## src/rtl/multicycle_control_fsm_if.sv

```systemverilog
// Instruction-fetch port of the multicycle control FSM.
//
// Handshake: the FSM (master) raises imem_req in FETCH and holds it high
// until imem_ready is seen high. The single cycle with imem_req and
// imem_ready both high is the transfer; ir_load marks that cycle so the
// external IR captures the word at the following posedge. ir is the IR
// contents and must stay stable until the instruction retires.
interface multicycle_control_fsm_if #(
    parameter int IR_W = 16
);
    logic            imem_req;
    logic            imem_ready;
    logic            ir_load;
    logic [IR_W-1:0] ir;

    modport master (
        output imem_req,
        output ir_load,
        input  imem_ready,
        input  ir
    );

    modport slave (
        input  imem_req,
        input  ir_load,
        output imem_ready,
        output ir
    );
endinterface

```

## src/rtl/multicycle_control_fsm.sv

```systemverilog
// Multi-cycle sequencer for the 16-bit, 4-register datapath.
// Steps each instruction through FETCH/DECODE/EXECUTE/WRITEBACK or BRANCH,
// drives every datapath enable, detects the all-ones halt word and counts
// retired instructions. Owns no datapath storage.
//
// Build option: define MCFSM_SINGLE_STEP_EN to make every retiring
// transition return to IDLE, so each instruction needs its own start pulse.
// Without it execution runs continuously until the halt word.
module multicycle_control_fsm #(
    parameter int IR_W  = 16,
    parameter int OP_W  = 4,
    parameter int CNT_W = 16
) (
    input  logic                     clock,
    input  logic                     reset_n,
    input  logic                     start,
    multicycle_control_fsm_if.master imem,
    input  logic                     alu_zero,
    output logic                     pc_write,
    output logic                     pc_src,
    output logic                     reg_write,
    output logic                     reg_dst,
    output logic                     alu_src,
    output logic [3:0]               alu_control,
    output logic [2:0]               state,
    output logic                     busy,
    output logic                     halted,
    output logic [CNT_W-1:0]         instr_count
);

    typedef enum logic [2:0] {
        S_IDLE      = 3'd0,
        S_FETCH     = 3'd1,
        S_DECODE    = 3'd2,
        S_EXECUTE   = 3'd3,
        S_WRITEBACK = 3'd4,
        S_BRANCH    = 3'd5,
        S_HALT      = 3'd6
    } state_t;

`ifdef MCFSM_SINGLE_STEP_EN
    localparam state_t RETIRE_STATE = S_IDLE;
`else
    localparam state_t RETIRE_STATE = S_FETCH;
`endif

    localparam logic [OP_W-1:0] OP_BEQ     = OP_W'(10);
    localparam logic [OP_W-1:0] OP_BNE     = OP_W'(11);
    localparam logic [OP_W-1:0] OP_ALU_END = OP_W'(8);

    state_t           r_state;
    state_t           w_next;
    logic [CNT_W-1:0] r_count;

    logic [OP_W-1:0]  w_op;
    logic             w_halt_word;
    logic             w_is_alu;
    logic             w_is_branch;
    logic             w_retire;

    logic [3:0]       w_dec_alu_control;
    logic             w_dec_alu_src;
    logic             w_dec_reg_dst;

    logic             w_imem_req;
    logic             w_ir_load;
    logic             w_pc_write;
    logic             w_pc_src;
    logic             w_reg_write;
    logic             w_reg_dst;
    logic             w_alu_src;
    logic [3:0]       w_alu_control;

    assign w_op        = imem.ir[IR_W-1 -: OP_W];
    assign w_halt_word = (imem.ir == {IR_W{1'b1}});
    assign w_is_alu    = (w_op < OP_ALU_END);
    assign w_is_branch = (w_op == OP_BEQ) || (w_op == OP_BNE);

    // State register; reset parks the sequencer in IDLE.
    always_ff @(posedge clock or negedge reset_n) begin
        if (!reset_n) begin
            r_state <= S_IDLE;
        end else begin
            r_state <= w_next;
        end
    end

    // Retired-instruction counter; wraps naturally at 2^CNT_W.
    always_ff @(posedge clock or negedge reset_n) begin
        if (!reset_n) begin
            r_count <= '0;
        end else if (w_retire) begin
            r_count <= r_count + CNT_W'(1);
        end
    end

    // ALU control decode for R-type and addi (only meaningful for op < 8).
    always_comb begin
        w_dec_alu_control = 4'b0000;
        w_dec_alu_src     = 1'b0;
        w_dec_reg_dst     = 1'b1;
        case (w_op[2:0])
            3'd0: w_dec_alu_control = 4'b0010;
            3'd1: w_dec_alu_control = 4'b0110;
            3'd2: w_dec_alu_control = 4'b0000;
            3'd3: w_dec_alu_control = 4'b0001;
            3'd4: w_dec_alu_control = 4'b1100;
            3'd5: w_dec_alu_control = 4'b1101;
            3'd6: w_dec_alu_control = 4'b0111;
            default: begin
                w_dec_alu_control = 4'b0010;
                w_dec_alu_src     = 1'b1;
                w_dec_reg_dst     = 1'b0;
            end
        endcase
    end

    // Next-state and raw control outputs from the registered state.
    always_comb begin
        w_next        = r_state;
        w_retire      = 1'b0;
        w_imem_req    = 1'b0;
        w_ir_load     = 1'b0;
        w_pc_write    = 1'b0;
        w_pc_src      = 1'b0;
        w_reg_write   = 1'b0;
        w_reg_dst     = 1'b0;
        w_alu_src     = 1'b0;
        w_alu_control = 4'b0000;
        case (r_state)
            S_IDLE: begin
                if (start) begin
                    w_next = S_FETCH;
                end
            end
            S_FETCH: begin
                w_imem_req = 1'b1;
                if (imem.imem_ready) begin
                    w_ir_load = 1'b1;
                    w_next    = S_DECODE;
                end
            end
            S_DECODE: begin
                // Halt word wins over the opcode field (its op is 1111).
                if (w_halt_word) begin
                    w_next = S_HALT;
                end else if (w_is_alu) begin
                    w_next = S_EXECUTE;
                end else if (w_is_branch) begin
                    w_next = S_BRANCH;
                end else begin
                    // Unassigned opcode: retire as a NOP straight from DECODE.
                    w_pc_write = 1'b1;
                    w_retire   = 1'b1;
                    w_next     = RETIRE_STATE;
                end
            end
            S_EXECUTE: begin
                w_alu_control = w_dec_alu_control;
                w_alu_src     = w_dec_alu_src;
                w_reg_dst     = w_dec_reg_dst;
                w_next        = S_WRITEBACK;
            end
            S_WRITEBACK: begin
                w_alu_control = w_dec_alu_control;
                w_alu_src     = w_dec_alu_src;
                w_reg_dst     = w_dec_reg_dst;
                w_reg_write   = 1'b1;
                w_pc_write    = 1'b1;
                w_retire      = 1'b1;
                w_next        = RETIRE_STATE;
            end
            S_BRANCH: begin
                // Subtract to compare; beq takes on zero, bne on non-zero.
                w_alu_control = 4'b0110;
                w_pc_write    = 1'b1;
                w_pc_src      = ((w_op == OP_BEQ) &&  alu_zero) ||
                                ((w_op == OP_BNE) && !alu_zero);
                w_retire      = 1'b1;
                w_next        = RETIRE_STATE;
            end
            S_HALT: begin
                w_next = S_HALT;
            end
            default: begin
                w_next = S_IDLE;
            end
        endcase
    end

    // Outputs are forced low while reset is asserted, without waiting for a clock.
    always_comb begin
        imem.imem_req = reset_n & w_imem_req;
        imem.ir_load  = reset_n & w_ir_load;
        pc_write      = reset_n & w_pc_write;
        pc_src        = reset_n & w_pc_src;
        reg_write     = reset_n & w_reg_write;
        reg_dst       = reset_n & w_reg_dst;
        alu_src       = reset_n & w_alu_src;
        alu_control   = reset_n ? w_alu_control : 4'b0000;
        state         = reset_n ? r_state : 3'd0;
        busy          = reset_n & (r_state != S_IDLE) & (r_state != S_HALT);
        halted        = reset_n & (r_state == S_HALT);
        instr_count   = reset_n ? r_count : '0;
    end

endmodule

```

## src/flat_wrapper.sv

```systemverilog
// flat-port wrapper written by rule: the top's interface ports become plain ports
module multicycle_control_fsm_flat 
#(
    parameter int IR_W  = 16,
    parameter int OP_W  = 4,
    parameter int CNT_W = 16
)
  (clock, reset_n, start, alu_zero, pc_write, pc_src, reg_write, reg_dst, alu_src, alu_control, state, busy, halted, instr_count, imem_imem_req, imem_ir_load, imem_imem_ready, imem_ir);
  multicycle_control_fsm_if #(.IR_W(IR_W)) imem_i ();
  input  logic clock;
  input  logic reset_n;
  input  logic start;
  input  logic alu_zero;
  output logic pc_write;
  output logic pc_src;
  output logic reg_write;
  output logic reg_dst;
  output logic alu_src;
  output logic [3:0] alu_control;
  output logic [2:0] state;
  output logic busy;
  output logic halted;
  output logic [CNT_W-1:0] instr_count;
  output wire logic [$bits(imem_i.imem_req)-1:0] imem_imem_req;
  output wire logic [$bits(imem_i.ir_load)-1:0] imem_ir_load;
  input wire logic [$bits(imem_i.imem_ready)-1:0] imem_imem_ready;
  input wire logic [$bits(imem_i.ir)-1:0] imem_ir;
  assign imem_imem_req = imem_i.imem_req;
  assign imem_ir_load = imem_i.ir_load;
  assign imem_i.imem_ready = imem_imem_ready;
  assign imem_i.ir = imem_ir;
  multicycle_control_fsm #(.IR_W(IR_W), .OP_W(OP_W), .CNT_W(CNT_W)) u_core (.clock(clock), .reset_n(reset_n), .start(start), .imem(imem_i), .alu_zero(alu_zero), .pc_write(pc_write), .pc_src(pc_src), .reg_write(reg_write), .reg_dst(reg_dst), .alu_src(alu_src), .alu_control(alu_control), .state(state), .busy(busy), .halted(halted), .instr_count(instr_count));
endmodule
```

## config.mk

```make
export PLATFORM = sky130hd
export DESIGN_NAME = multicycle_control_fsm_flat
export DESIGN_NICKNAME = d
export VERILOG_FILES = /design/src/rtl/multicycle_control_fsm_if.sv /design/src/rtl/multicycle_control_fsm.sv /design/src/flat_wrapper.sv
export SDC_FILE = /design/constraint.sdc
export NUM_CORES = 1
export LEC_CHECK = 0
export BUFFER_PORTS_ARGS = -buffer_cell sky130_fd_sc_hd__buf_2
export CAP_MARGIN = 20
export CORE_UTILIZATION = 43
export DETAILED_ROUTE_END_ITERATION = 10
export PLACE_DENSITY_LB_ADDON = 0.3
export SYNTH_ARGS = -nofsm -noshare
export SYNTH_HDL_FRONTEND = slang
export SYNTH_SLANG_ARGS = --single-unit
```

## constraint.sdc

```tcl
create_clock -name clock -period 1.7 [get_ports clock]
set_clock_uncertainty 0.05 [all_clocks]
set_input_delay 0.17 -clock clock [delete_from_list [all_inputs] [get_ports clock]]
set_output_delay 0.17 -clock clock [all_outputs]
set_load 0.05 [all_outputs]
```

==> results.rst, run 1 <==
.. list-table::
   :header-rows: 1

   * - Metric
     - Value
   * - Number of enable flip-flop cells after synthesis
     - 0
   * - Dominant combinational cell family by area after synthesis
     - simple AND/OR/NAND/NOR gates
   * - Number of nets still failing antenna checks after routing
     - 0
   * - Post-Syn Instances
     - 143
   * - Number of CTS-inserted buffers
     - 3
   * - Via total after detailed routing
     - 1313
   * - Core occupancy in the finished layout
     - a little under three quarters
   * - Standard-cell rows
     - 19
   * - Total power draw
     - 2.64 mW
   * - CTS sink count
     - 19
   * - Worst Hold Margin
     - approximately 0.068 ns
   * - Maximum number of pins on one net before global-route repair
     - 28
   * - Power per cell area
     - between 1000 and 1500 nW/µm²
   * - Number of buffers added on ports
     - 52
   * - Effective utilization at floorplan
     - 46.1%
   * - Run status
     - finished, violations left
   * - Clock insertion delay at the later pin of the skew report
     - just under 0.3 ns
   * - Number of detailed-route iterations in the first pass
     - 4
   * - Clk root buf
     - clkbuf_4
   * - First-pass GRT wire length
     - 5.50 mm
   * - Final Hold Violating Endpoints
     - 0
   * - Antenna violations before repair
     - 0
   * - Top cells by instance count after synthesis
     - 21 x and2_1, 19 x dfrtp_1, 15 x xnor2_1, 13 x nand2_1
   * - Simple-gate share of the synthesized area
     - 33.0%
   * - Wirelength per Cell
     - around 13 µm
   * - Flop and latch count out of synthesis
     - 19
   * - Share of power burned in combinational logic
     - 65.4%
   * - Hold crit path type
     - input port to asynchronous set/reset pin
   * - Number of warnings reported in the yosys synthesis log
     - 0
   * - Die boundary height
     - between 50 and 60 µm
   * - Setup slack of the critical path after layout
     - -0.226 ns
   * - Signal arrival time at the worst endpoint
     - 1.71 ns
   * - Max FO, Critical Path
     - 5
   * - Final clock period utilization by the worst path
     - 113%
   * - Total of fill cells in the finished design
     - 209
   * - Clock slew at the register clock pins of the worst setup and hold paths
     - 0.11 ns
   * - Post-synthesis xor/xnor area fraction
     - 12.3%
   * - Static power due to leakage
     - 0.982 nW
   * - Type of the worst setup path
     - register to output pin
   * - Average cell area after synthesis
     - 8.96 µm²
   * - Critical Path RT
     - 1.48 ns
   * - FF-to-FF setup slack
     - -0.11 ns
   * - Die area
     - about 3200 µm²
   * - Residual DRC
     - 0
   * - Power share of the clock group
     - 8.5%
   * - Post-Synthesis Cell Area
     - 1280 µm²
   * - Distinct cell type count of the synthesized netlist
     - 32
   * - Via count of the first global-routing pass
     - 1277
   * - Post-synth ARST share
     - 100%
   * - Final WL
     - 3.36 mm
   * - Ratio of cells with drive above 1 in the final layout
     - 45.9%
   * - Global-route total usage across every layer
     - a little over a fifth
   * - Iter 0 DRT Violations
     - 36
   * - Setup violation total in the final timing report
     - 15
   * - Transition time at the pin with the least slew margin
     - 0.564 ns
   * - TritonCTS clock tree
     - built
   * - Post-synthesis share of cell area spent on full adders, half adders and majority gates
     - between 4 and 5%
   * - Nets@finish
     - 247
   * - Switching power
     - 1.23 mW
   * - Area growth from synthesis to final layout
     - 54.3%
   * - Post-Synthesis Net Count
     - 169
   * - Flop pwr share
     - a little over a quarter
   * - Leading cell types by total area after synthesis
     - dfrtp_1 37%, and2_1 10%, xnor2_1 10%, ha_1 4.9%, nand2_1 3.8%
   * - Relative max-transition margin
     - 62.3%
   * - Core area
     - 2780 µm²
   * - Multiplexer area fraction after synthesis
     - 1.66%
   * - Startpoint types
     - register
   * - Vias per cell
     - 5.23
   * - Maximum clock rate
     - 519 MHz
   * - Dominant cell type by area after synthesis
     - dfrtp_1
   * - I/O pin count
     - 53
   * - Most frequent cell after synthesis
     - and2_1
   * - Sum of overflow across all layers after global routing
     - 0
   * - Top-area cell type share of the netlist area
     - a little under two fifths
   * - Main synth FF type
     - dfrtp_1
   * - Design area
     - 1980 µm²
   * - Placement Setup Slack
     - -0.0780 ns
   * - Maximum capacitance violations
     - 0
   * - Die X
     - ~57 µm
   * - Total cell area at the placement stage
     - 1740 µm²
   * - Detailed-placement wirelength estimate
     - 2.26 mm
   * - Share of the yosys chip area belonging to registers
     - 37.1%
   * - Sw frac
     - 46.6%
   * - Power Internal
     - ~1.4 mW
   * - Max Slew Vio Count
     - 0
   * - Synth Area in Compound Gates
     - 7.13%
   * - Violations in the final reports
     - setup timing
   * - Setup repair after global routing missed its margin
     - true
   * - Worst supply voltage drop on vdd
     - 0.909 mV
   * - Min Clock Period, post-route
     - 1.93 ns
   * - Deepest clock path buffer count
     - 2
   * - Gp weighted congestion
     - 0.769
   * - Crit end category
     - output pin
   * - Number of antenna cells inserted
     - 0
   * - Depth of the CTS H-tree
     - 1
## final timing paths
| path | start | endpoint | cells after the start |
|---|---|---|---|
| max in group asynchronous | reset_n | u_core.r_count[1] | 3 |
| min reg2reg | u_core.r_count[15] | u_core.r_count[15] | 1 |
| max reg2reg | u_core.r_state[0] | u_core.r_count[1] | 6 |
| min | reset_n | u_core.r_state[2] | 3 |
| min in group clock | imem_imem_ready | u_core.r_state[1] | 3 |
| max | u_core.r_state[1] | alu_src | 5 |
## layer usage
metal  global-route usage [%]  share of wire [%]  up-vias
li1                         -                  -      643
met4                     8.36                2.0        0
met1                     25.2                 40      615
met2                     39.7                 53       49
met3                     3.23                4.9        6
met5                        0                  0        -
## per-stage QoR
stage | TNS [ns] | cells
floorplan | -0.502 | 143
global placement | -0.0247 | 238
detailed placement | -0.242 | 238
CTS | -1.44 | 249
global route | -3.46 | 251
finish | -1.94 | 251
## worst max-delay path, stage by stage (launching register included)
cell and delay [ns]:
dfrtp_1 0.45, or3_4 0.41, o21ai_4 0.10, buf_6 0.13
and3_4 0.18, buf_8 0.14
## cell type report
class,count,area [µm²],share of cell area (%)
clock buffers,4,26.3,1.33
well taps,31,38.8,1.96
flip-flops and latches,19,475,24.1
inverters,5,22.5,1.14
multi-input cells,113,853,43.2
repair buffers,79,561,28.4
## power groups by stage
stage	clock, mW	combinational, mW	sequential, mW
5_1_grt	0.250	1.83	0.704
3_3_place_gp	0	1.32	0.677
3_5_place_dp	0	1.35	0.691
6_report	0.224	1.72	0.690
4_1_cts	0.228	1.62	0.682
2_1_floorplan	0	1.00	0.648
## cell usage in the layout, fill, tap and decap left out, types with 2 or more instances in the layout
cell | synthesis | final
a21oi_1 | 2 | 2
buf_2 | 1 | 41
nor3_1 | 4 | 3
nand2b_1 | 2 | 2
and3_4 | 0 | 2
xor2_1 | 3 | 3
and3_1 | 7 | 5
nand3_1 | 7 | 7
buf_8 | 0 | 3
buf_4 | 0 | 22
xnor2_1 | 15 | 15
and2_1 | 21 | 20
nor2_1 | 7 | 5
buf_6 | 1 | 12
o21a_1 | 2 | 2
nand4_1 | 7 | 7
dfrtp_1 | 19 | 19
nand2_1 | 13 | 11
o21ai_0 | 5 | 2
ha_1 | 5 | 5
inv_1 | 4 | 3
clkbuf_4 | 0 | 3
o21ai_2 | 0 | 2
nor2_4 | 0 | 2
nand2_4 | 0 | 2
## flip-flops by register name, indices dropped and copies added (netlist names)
register / count
u_core.r_count: 16
u_core.r_state: 3
## timing repair
item / in CTS / in global routing
hold buffers: 1 / 0
setup buffers: 6 / 2
endpoints found under the hold margin: 12 / 0
resized for setup: 32 / 7
endpoints found under the setup margin: 16 / 26
pin swaps: 8 / 4
## kinds of logic (layout without fill, tap and decap cells)
group / count (synthesis) / in the layout
XOR/XNOR: 18 / 18
AO/OA/AOI/OAI: 12 / 12
multiplexers: 2 / 2
buffers and inverters: 11 / 88
adder cells (fa/ha/maj): 5 / 5
AND/OR/NAND/NOR: 76 / 76
flip-flops: 19 / 19
No activity file was read; power rests on OpenSTA's default activity.
==> inputs of run 2 (changes only) <==
--- a/config.mk
+++ b/config.mk
@@ -9,3 +9,5 @@
 export CAP_MARGIN = 20
-export CORE_UTILIZATION = 43
+export CORE_MARGIN = 2
+export CORE_UTILIZATION = 45
+export CTS_BUF_LIST = sky130_fd_sc_hd__clkbuf_4 sky130_fd_sc_hd__clkbuf_8
 export DETAILED_ROUTE_END_ITERATION = 10
==> constraint.sdc (replaced) <==
create_clock -name clock -period 1.7 [get_ports clock]
set_clock_uncertainty 0.05 [all_clocks]
set_input_delay 0.34 -clock clock [delete_from_list [all_inputs] [get_ports clock]]
set_output_delay 0.34 -clock clock [all_outputs]
set_load 0.05 [all_outputs]
==> run 2 against run 1 <==
  * The flow still finishes with violations (setup timing)
  * Final cell count rose by 4.8%
  * First-iteration DRC count rose by 42%
  * Combinational power rose by 15%
  * Count of clock-buffer cells in the layout did not move
  * Flip-flop and latch count did not move
  * Power rose by 11%
  * Hold slack improved by 0.095 ns
  * Sequential share of layout area fell by 2.6 points
  * Utilization rose by 10 points
  * Via count rose by 4.8%
  * Critical path type unchanged
  * Largest power group unchanged
==> results.rst, run 2 (synthesized netlist as in run 1, its figures left out) <==
.. list-table::
   :header-rows: 1

   * - Metric
     - Value
   * - Min Clock Period, post-route
     - 2.10 ns
   * - Met2 usage
     - 41.9%
   * - Crit end category
     - output pin
   * - Grt peak-use layer
     - met2
   * - Sw frac
     - 45.6%
   * - Setup violation total in the final timing report
     - 29
   * - Number of antenna cells inserted
     - 0
   * - Antenna violations before repair
     - 0
   * - Effective utilization at floorplan
     - 46.9%
   * - Final WL
     - 3.98 mm
   * - Gp weighted congestion
     - 0.821
   * - Final Hold Violating Endpoints
     - 0
   * - Reg-to-reg endpoint
     - u_core.r_count[7]
   * - First-pass GRT wire length
     - 5.78 mm
   * - Power per cell area
     - 1320 nW/µm²
   * - Ratio of cells with drive above 1 in the final layout
     - a little over half
   * - Deepest clock path buffer count
     - 2
   * - Wirelength per Cell
     - 15.1 µm
   * - Final clock period utilization by the worst path
     - 123%
   * - Max FO, Critical Path
     - 5
   * - Die boundary height
     - 57.4 µm
   * - CTS sink count
     - 19
   * - Worst Reg-to-Reg Cells
     - 8
   * - Standard cell with the maximum stage delay on the critical path
     - dfrtp_2
   * - GR Util met1
     - 25.9%
   * - Clock slew at the register clock pins of the worst setup and hold paths
     - 0.11 ns
   * - I/O pin count
     - 53
   * - Iter 0 DRT Violations
     - 51
   * - Die X
     - 57.4 µm
   * - Worst Hold Margin
     - 0.163 ns
   * - Core area
     - 2730 µm²
   * - Sum of overflow across all layers after global routing
     - 0
   * - Number of detailed-route iterations in the first pass
     - 4
   * - Setup repair after global routing missed its margin
     - true
   * - Via total after detailed routing
     - approximately 1400
   * - Relative max-transition margin
     - approximately 80%
   * - Detailed-placement wirelength estimate
     - about 2.6 mm
   * - Power share of the clock group
     - just over 8%
   * - Flop pwr share
     - approximately a quarter
   * - Maximum clock rate
     - 476 MHz
   * - Area growth from synthesis to final layout
     - 73.4%
   * - Max Slew Vio Count
     - 0
   * - Clock insertion delay at the later pin of the skew report
     - 0.29 ns
   * - Clk root buf
     - clkbuf_4
   * - TritonCTS clock tree
     - built
   * - Most common cell after layout, fill and taps aside
     - buf_2
   * - Number of nets still failing antenna checks after routing
     - 0
   * - Non-filler cells in the finished layout
     - 263
   * - Setup total negative slack
     - -4.88 ns
   * - Share of power burned in combinational logic
     - 67.5%
   * - Launch instance of the worst register-to-register path
     - u_core.r_state[0]
   * - Via count of the first global-routing pass
     - 1328
   * - Setup slack of the critical path after layout
     - -0.399 ns
   * - Cell total after placement
     - approximately 250
   * - Most used cells in the layout excluding fill and tap cells
     - 36 x buf_2, 28 x buf_4, 19 x and2_1, 18 x dfrtp_1, 16 x buf_6
   * - CP Cell Sequence
     - or3_4 > o21ai_4 > nand2_4 > o21ai_4 > buf_6
   * - Number of CTS-inserted buffers
     - 3
   * - Number of flip-flops in the largest register
     - 16
   * - Critical Path RT
     - 1.31 ns
   * - Maximum number of pins on one net before global-route repair
     - 18
   * - Switching power
     - between 1 and 1.5 mW
   * - Standard-cell rows
     - 19
   * - Core occupancy in the finished layout
     - approximately four fifths
   * - Transition time at the pin with the least slew margin
     - 0.297 ns
   * - Residual DRC
     - 0
   * - Depth of the CTS H-tree
     - 1
   * - Number of buffers added on ports
     - between 50 and 60
   * - FF-to-FF setup slack
     - -0.14 ns
   * - Static power due to leakage
     - 1.08 nW
   * - Total power draw
     - a little under 3 mW
   * - Run status
     - finished, violations left
   * - Maximum capacitance violations
     - 0
   * - Total of fill cells in the finished design
     - 169
   * - Largest incremental delay on the critical path
     - 0.48 ns
   * - Startpoint types
     - register
   * - Top flop regs
     - u_core.r_count x16, u_core.r_state x3
   * - Type of the worst setup path
     - register to output pin
   * - Nets@finish
     - 259
   * - Most frequent cell on the critical path
     - o21ai_4
   * - Hold crit path type
     - input port to asynchronous set/reset pin
   * - Violations in the final reports
     - setup timing
   * - Worst supply voltage drop on vdd
     - 1.09 mV
   * - Die area
     - 3290 µm²
   * - Signal arrival time at the worst endpoint
     - 1.71 ns
   * - Register ranked first by flip-flop count
     - u_core.r_count
   * - Met3 Track Usage GR
     - 2.04%
   * - Vias per cell
     - 5.23
   * - Global-route total usage across every layer
     - 21.8%
   * - Power Internal
     - 1.60 mW
==> run 2: cell count changes in the layout (fill, tap and decap cells not counted), sizes merged <==
cell,change
clkbuf,+1
buf,+11
==> run 2: power by group through the flow <==
stage | logic, mW | clock network (mW) | registers (mW)
after detailed placement | 1.42 | 0 | 0.687
final | 1.98 | 0.239 | 0.714
after floorplan | 1.04 | 0 | 0.648
after global placement | 1.38 | 0 | 0.676
after CTS | 1.70 | 0.240 | 0.680
after global routing | 2.09 | 0.262 | 0.732
==> run 2: per-layer routing <==
layer | up-vias | share of wire [%]
met5 | - | 0
met4 | 0 | 2.3
met3 | 8 | 4.8
met2 | 45 | 57
met1 | 658 | 36
li1 | 665 | -
==> run 2: stage by stage <==
step                worst slack [ns]  instance area, µm²
finish                        -0.399                2220
global route                  -0.440                2220
CTS                           -0.371                2080
detailed placement            -0.270                1880
global placement              -0.207                1880
floorplan                     -0.380                1390
==> run 2: worst max-delay path by stage <==
stage                      startpoint        endpoint  cells past startpoint
floorplan           u_core.r_state[2]          pc_src                      5
global placement          imem_ir[13]         alu_src                      6
detailed placement        imem_ir[13]         alu_src                      6
CTS                 u_core.r_state[1]  alu_control[1]                      5
global route        u_core.r_state[1]  alu_control[1]                      5
finish              u_core.r_state[1]  alu_control[1]                      5
==> run 2: repair_timing <==
action | in CTS | in global routing
hold buffers | 0 | 1
buffers inserted | 4 | 8
resized for setup | 39 | 24
pin swaps | 7 | 8
setup endpoints to repair | 25 | 43
endpoints found under the hold margin | 0 | 2
==> run 2: critical path: cells and delay by family (launching register included) <==
kind | cells | cell delay (ns)
flops | 1 | 0.48
compound gates | 2 | 0.24
simple gates | 2 | 0.52
buf+inv | 1 | 0.17
==> run 2: layout make-up <==
cell class                 instances  area, µm²  area share, %
clock buffer                       4       30.0           1.35
timing repair buffer              91        738           33.2
multi-input combinational        113        916           41.2
tap                               31       38.8           1.75
inverter                           5       22.5           1.01
sequential                        19        477           21.5
==> inputs of run 3 (changes only) <==
- MAX_ROUTING_LAYER: unset -> met4
==> run 3 against run 2 <==
  * The run still ends with setup timing left
  * Count of clock-buffer cells in the layout did not move
  * Fmax barely moved
  * Flip-flop and latch count did not move
  * Worst setup slack barely moved
  * Sequential share of layout area did not move
  * Wire length fell by 0.15%
  * Via count fell by 0.65%
  * First-iteration DRC count fell by 29%
  * Clock power barely moved
  * Register-to-register slack barely moved
  * Final cell count did not move
  * Critical path type unchanged
  * Largest cell class unchanged
==> results.rst, run 3 (synthesized netlist as in run 1, its figures left out) <==
.. list-table::
   :header-rows: 1

   * - Metric
     - Value
   * - Via count of the first global-routing pass
     - 1330
   * - Clk root buf
     - clkbuf_4
   * - Clock slew at the register clock pins of the worst setup and hold paths
     - 0.11 ns
   * - Maximum number of pins on one net before global-route repair
     - 18
   * - Setup violation total in the final timing report
     - 29
   * - Setup slack of the critical path after layout
     - -0.400 ns
   * - Iter 0 DRT Violations
     - 36
   * - Number of detailed-route iterations in the first pass
     - 4
   * - Min Clock Period, post-route
     - 2.10 ns
   * - Non-filler cells in the finished layout
     - ~260
   * - Detailed-placement wirelength estimate
     - 2.57 mm
   * - Ratio of cells with drive above 1 in the final layout
     - 52.6%
   * - Violations in the final reports
     - setup timing
   * - First-pass GRT wire length
     - 5.79 mm
   * - Vias per cell
     - between 5 and 6
   * - Residual DRC
     - 0
   * - Deepest clock path buffer count
     - 2
   * - CP Cell Sequence
     - or3_4 > o21ai_4 > nand2_4 > o21ai_4 > buf_6
   * - Number of nets still failing antenna checks after routing
     - 0
   * - Die X
     - 57.4 µm
   * - Via total after detailed routing
     - 1367
   * - Run status
     - finished, violations left
   * - Max FO, Critical Path
     - 5
   * - Number of flip-flops in the largest register
     - 16
   * - Hold crit path type
     - input port to asynchronous set/reset pin
   * - Standard-cell rows
     - 19
   * - Max Slew Vio Count
     - 0
   * - Maximum capacitance violations
     - 0
   * - Signal arrival time at the worst endpoint
     - 1.71 ns
   * - Clock insertion delay at the later pin of the skew report
     - 0.29 ns
   * - Power per cell area
     - 1320 nW/µm²
   * - Worst Reg-to-Reg Cells
     - 8
   * - Total cell area at the placement stage
     - 1880 µm²
   * - Design area
     - 2220 µm²
   * - Effective utilization at floorplan
     - 46.9%
   * - CTS sink count
     - 19
   * - Worst supply voltage drop on vdd
     - 1.09 mV
   * - Area occupied by registers
     - 477 µm²
   * - Final WL
     - ~4 mm
   * - Total of fill cells in the finished design
     - 169
   * - Most common cell after layout, fill and taps aside
     - buf_2
   * - Most frequent cell on the critical path
     - o21ai_4
   * - Largest incremental delay on the critical path
     - 0.48 ns
   * - Transition time at the pin with the least slew margin
     - 0.297 ns
   * - Setup total negative slack
     - -4.94 ns
   * - Setup repair after global routing missed its margin
     - true
   * - I/O pin count
     - 53
   * - Depth of the CTS H-tree
     - 1
   * - Standard cell with the maximum stage delay on the critical path
     - dfrtp_2
   * - Static power due to leakage
     - 1.08 nW
   * - Die boundary height
     - 57.4 µm
   * - Number of buffers added on ports
     - 52
   * - Multi-input gate area in the final layout
     - 916 µm²
   * - Core area
     - 2730 µm²
   * - TritonCTS clock tree
     - built
   * - Register ranked first by flip-flop count
     - u_core.r_count
   * - Critical Path RT
     - between 1 and 1.5 ns
   * - Maximum clock rate
     - ~480 MHz
   * - Area growth from synthesis to final layout
     - 73.4%
   * - Gp weighted congestion
     - 0.834
   * - Antenna violations before repair
     - 0
   * - Relative max-transition margin
     - between 70% and 80%
   * - Type of the worst setup path
     - register to output pin
   * - Nets@finish
     - 259
   * - Wirelength per Cell
     - 15.1 µm
   * - Startpoint types
     - register
   * - Number of antenna cells inserted
     - 0
   * - Core occupancy in the finished layout
     - 81.3%
   * - Cell total after placement
     - 249
   * - Most used cells in the layout excluding fill and tap cells
     - 36 x buf_2, 28 x buf_4, 19 x and2_1, 18 x dfrtp_1, 16 x buf_6
   * - Final Hold Violating Endpoints
     - 0
   * - Sum of overflow across all layers after global routing
     - 0
   * - Final clock period utilization by the worst path
     - 124%
   * - Top flop regs
     - u_core.r_count x16, u_core.r_state x3
   * - Crit end category
     - output pin
   * - Die area
     - about 3300 µm²
   * - Global-route total usage across every layer
     - 22.5%
   * - Number of CTS-inserted buffers
     - 3
==> run 3: cell counts in the layout (fill, tap and decap cells not counted) <==
No cell type changed its count.
==> run 3: final cells by class <==
| type | count | area share (%) |
|---|---|---|
| inverter | 5 | 1.01 |
| clock buffer | 4 | 1.35 |
| timing repair buffer | 91 | 33.2 |
| sequential | 19 | 21.5 |
| multi-input combinational | 113 | 41.2 |
| tap | 31 | 1.75 |
==> run 3: report_power, final <==
| part | internal [mW] | total [mW] | switching, mW |
|---|---|---|---|
| Sequential | 0.560 | 0.714 | 0.154 |
| Clock | 0.107 | 0.238 | 0.131 |
| Combinational | 0.930 | 1.98 | 1.05 |
==> run 3: timing repair <==
| action | CTS | global route |
|---|---|---|
| gates resized for setup | 39 | 24 |
| pin swaps | 7 | 8 |
| buffers inserted | 4 | 8 |
| setup endpoints to repair | 25 | 43 |
| endpoints found under the hold margin | 0 | 2 |
| hold buffers | 0 | 1 |
==> run 3: worst max-delay path: cells and delay by family, from the launching register on <==
family,cells,cell delay [ns]
buf+inv,1,0.17
flops,1,0.48
compound gates,2,0.24
simple gates,2,0.52
==> run 3: stage by stage <==
| stage | hold WS, ns | power [mW] | worst slack, ns |
|---|---|---|---|
| 5_1_grt | 0.163 | 3.08 | -0.440 |
| 3_5_place_dp | 0.305 | 2.11 | -0.270 |
| 6_report | 0.165 | 2.93 | -0.400 |
| 4_1_cts | 0.0211 | 2.62 | -0.371 |
| 2_1_floorplan | -0.00559 | 1.69 | -0.380 |
| 3_3_place_gp | 0.304 | 2.06 | -0.207 |
==> run 3: layer usage <==
layer  global-route usage, %  routed length (µm)
met5                       -                   0
met4                    4.98                  91
met1                    26.2                1470
met2                    41.9                2240
met3                    1.59                 166
==> run 3: worst paths after layout <==
check	from	endpoint	slack (ns)
min in group clock	imem_imem_ready	u_core.r_state[1]	0.28
min reg2reg	u_core.r_count[15]	u_core.r_count[15]	0.43
max in group asynchronous	reset_n	u_core.r_count[8]	0.83
min	reset_n	u_core.r_count[2]	0.16
max	u_core.r_state[1]	alu_control[1]	-0.40
max reg2reg	u_core.r_state[0]	u_core.r_count[7]	-0.14
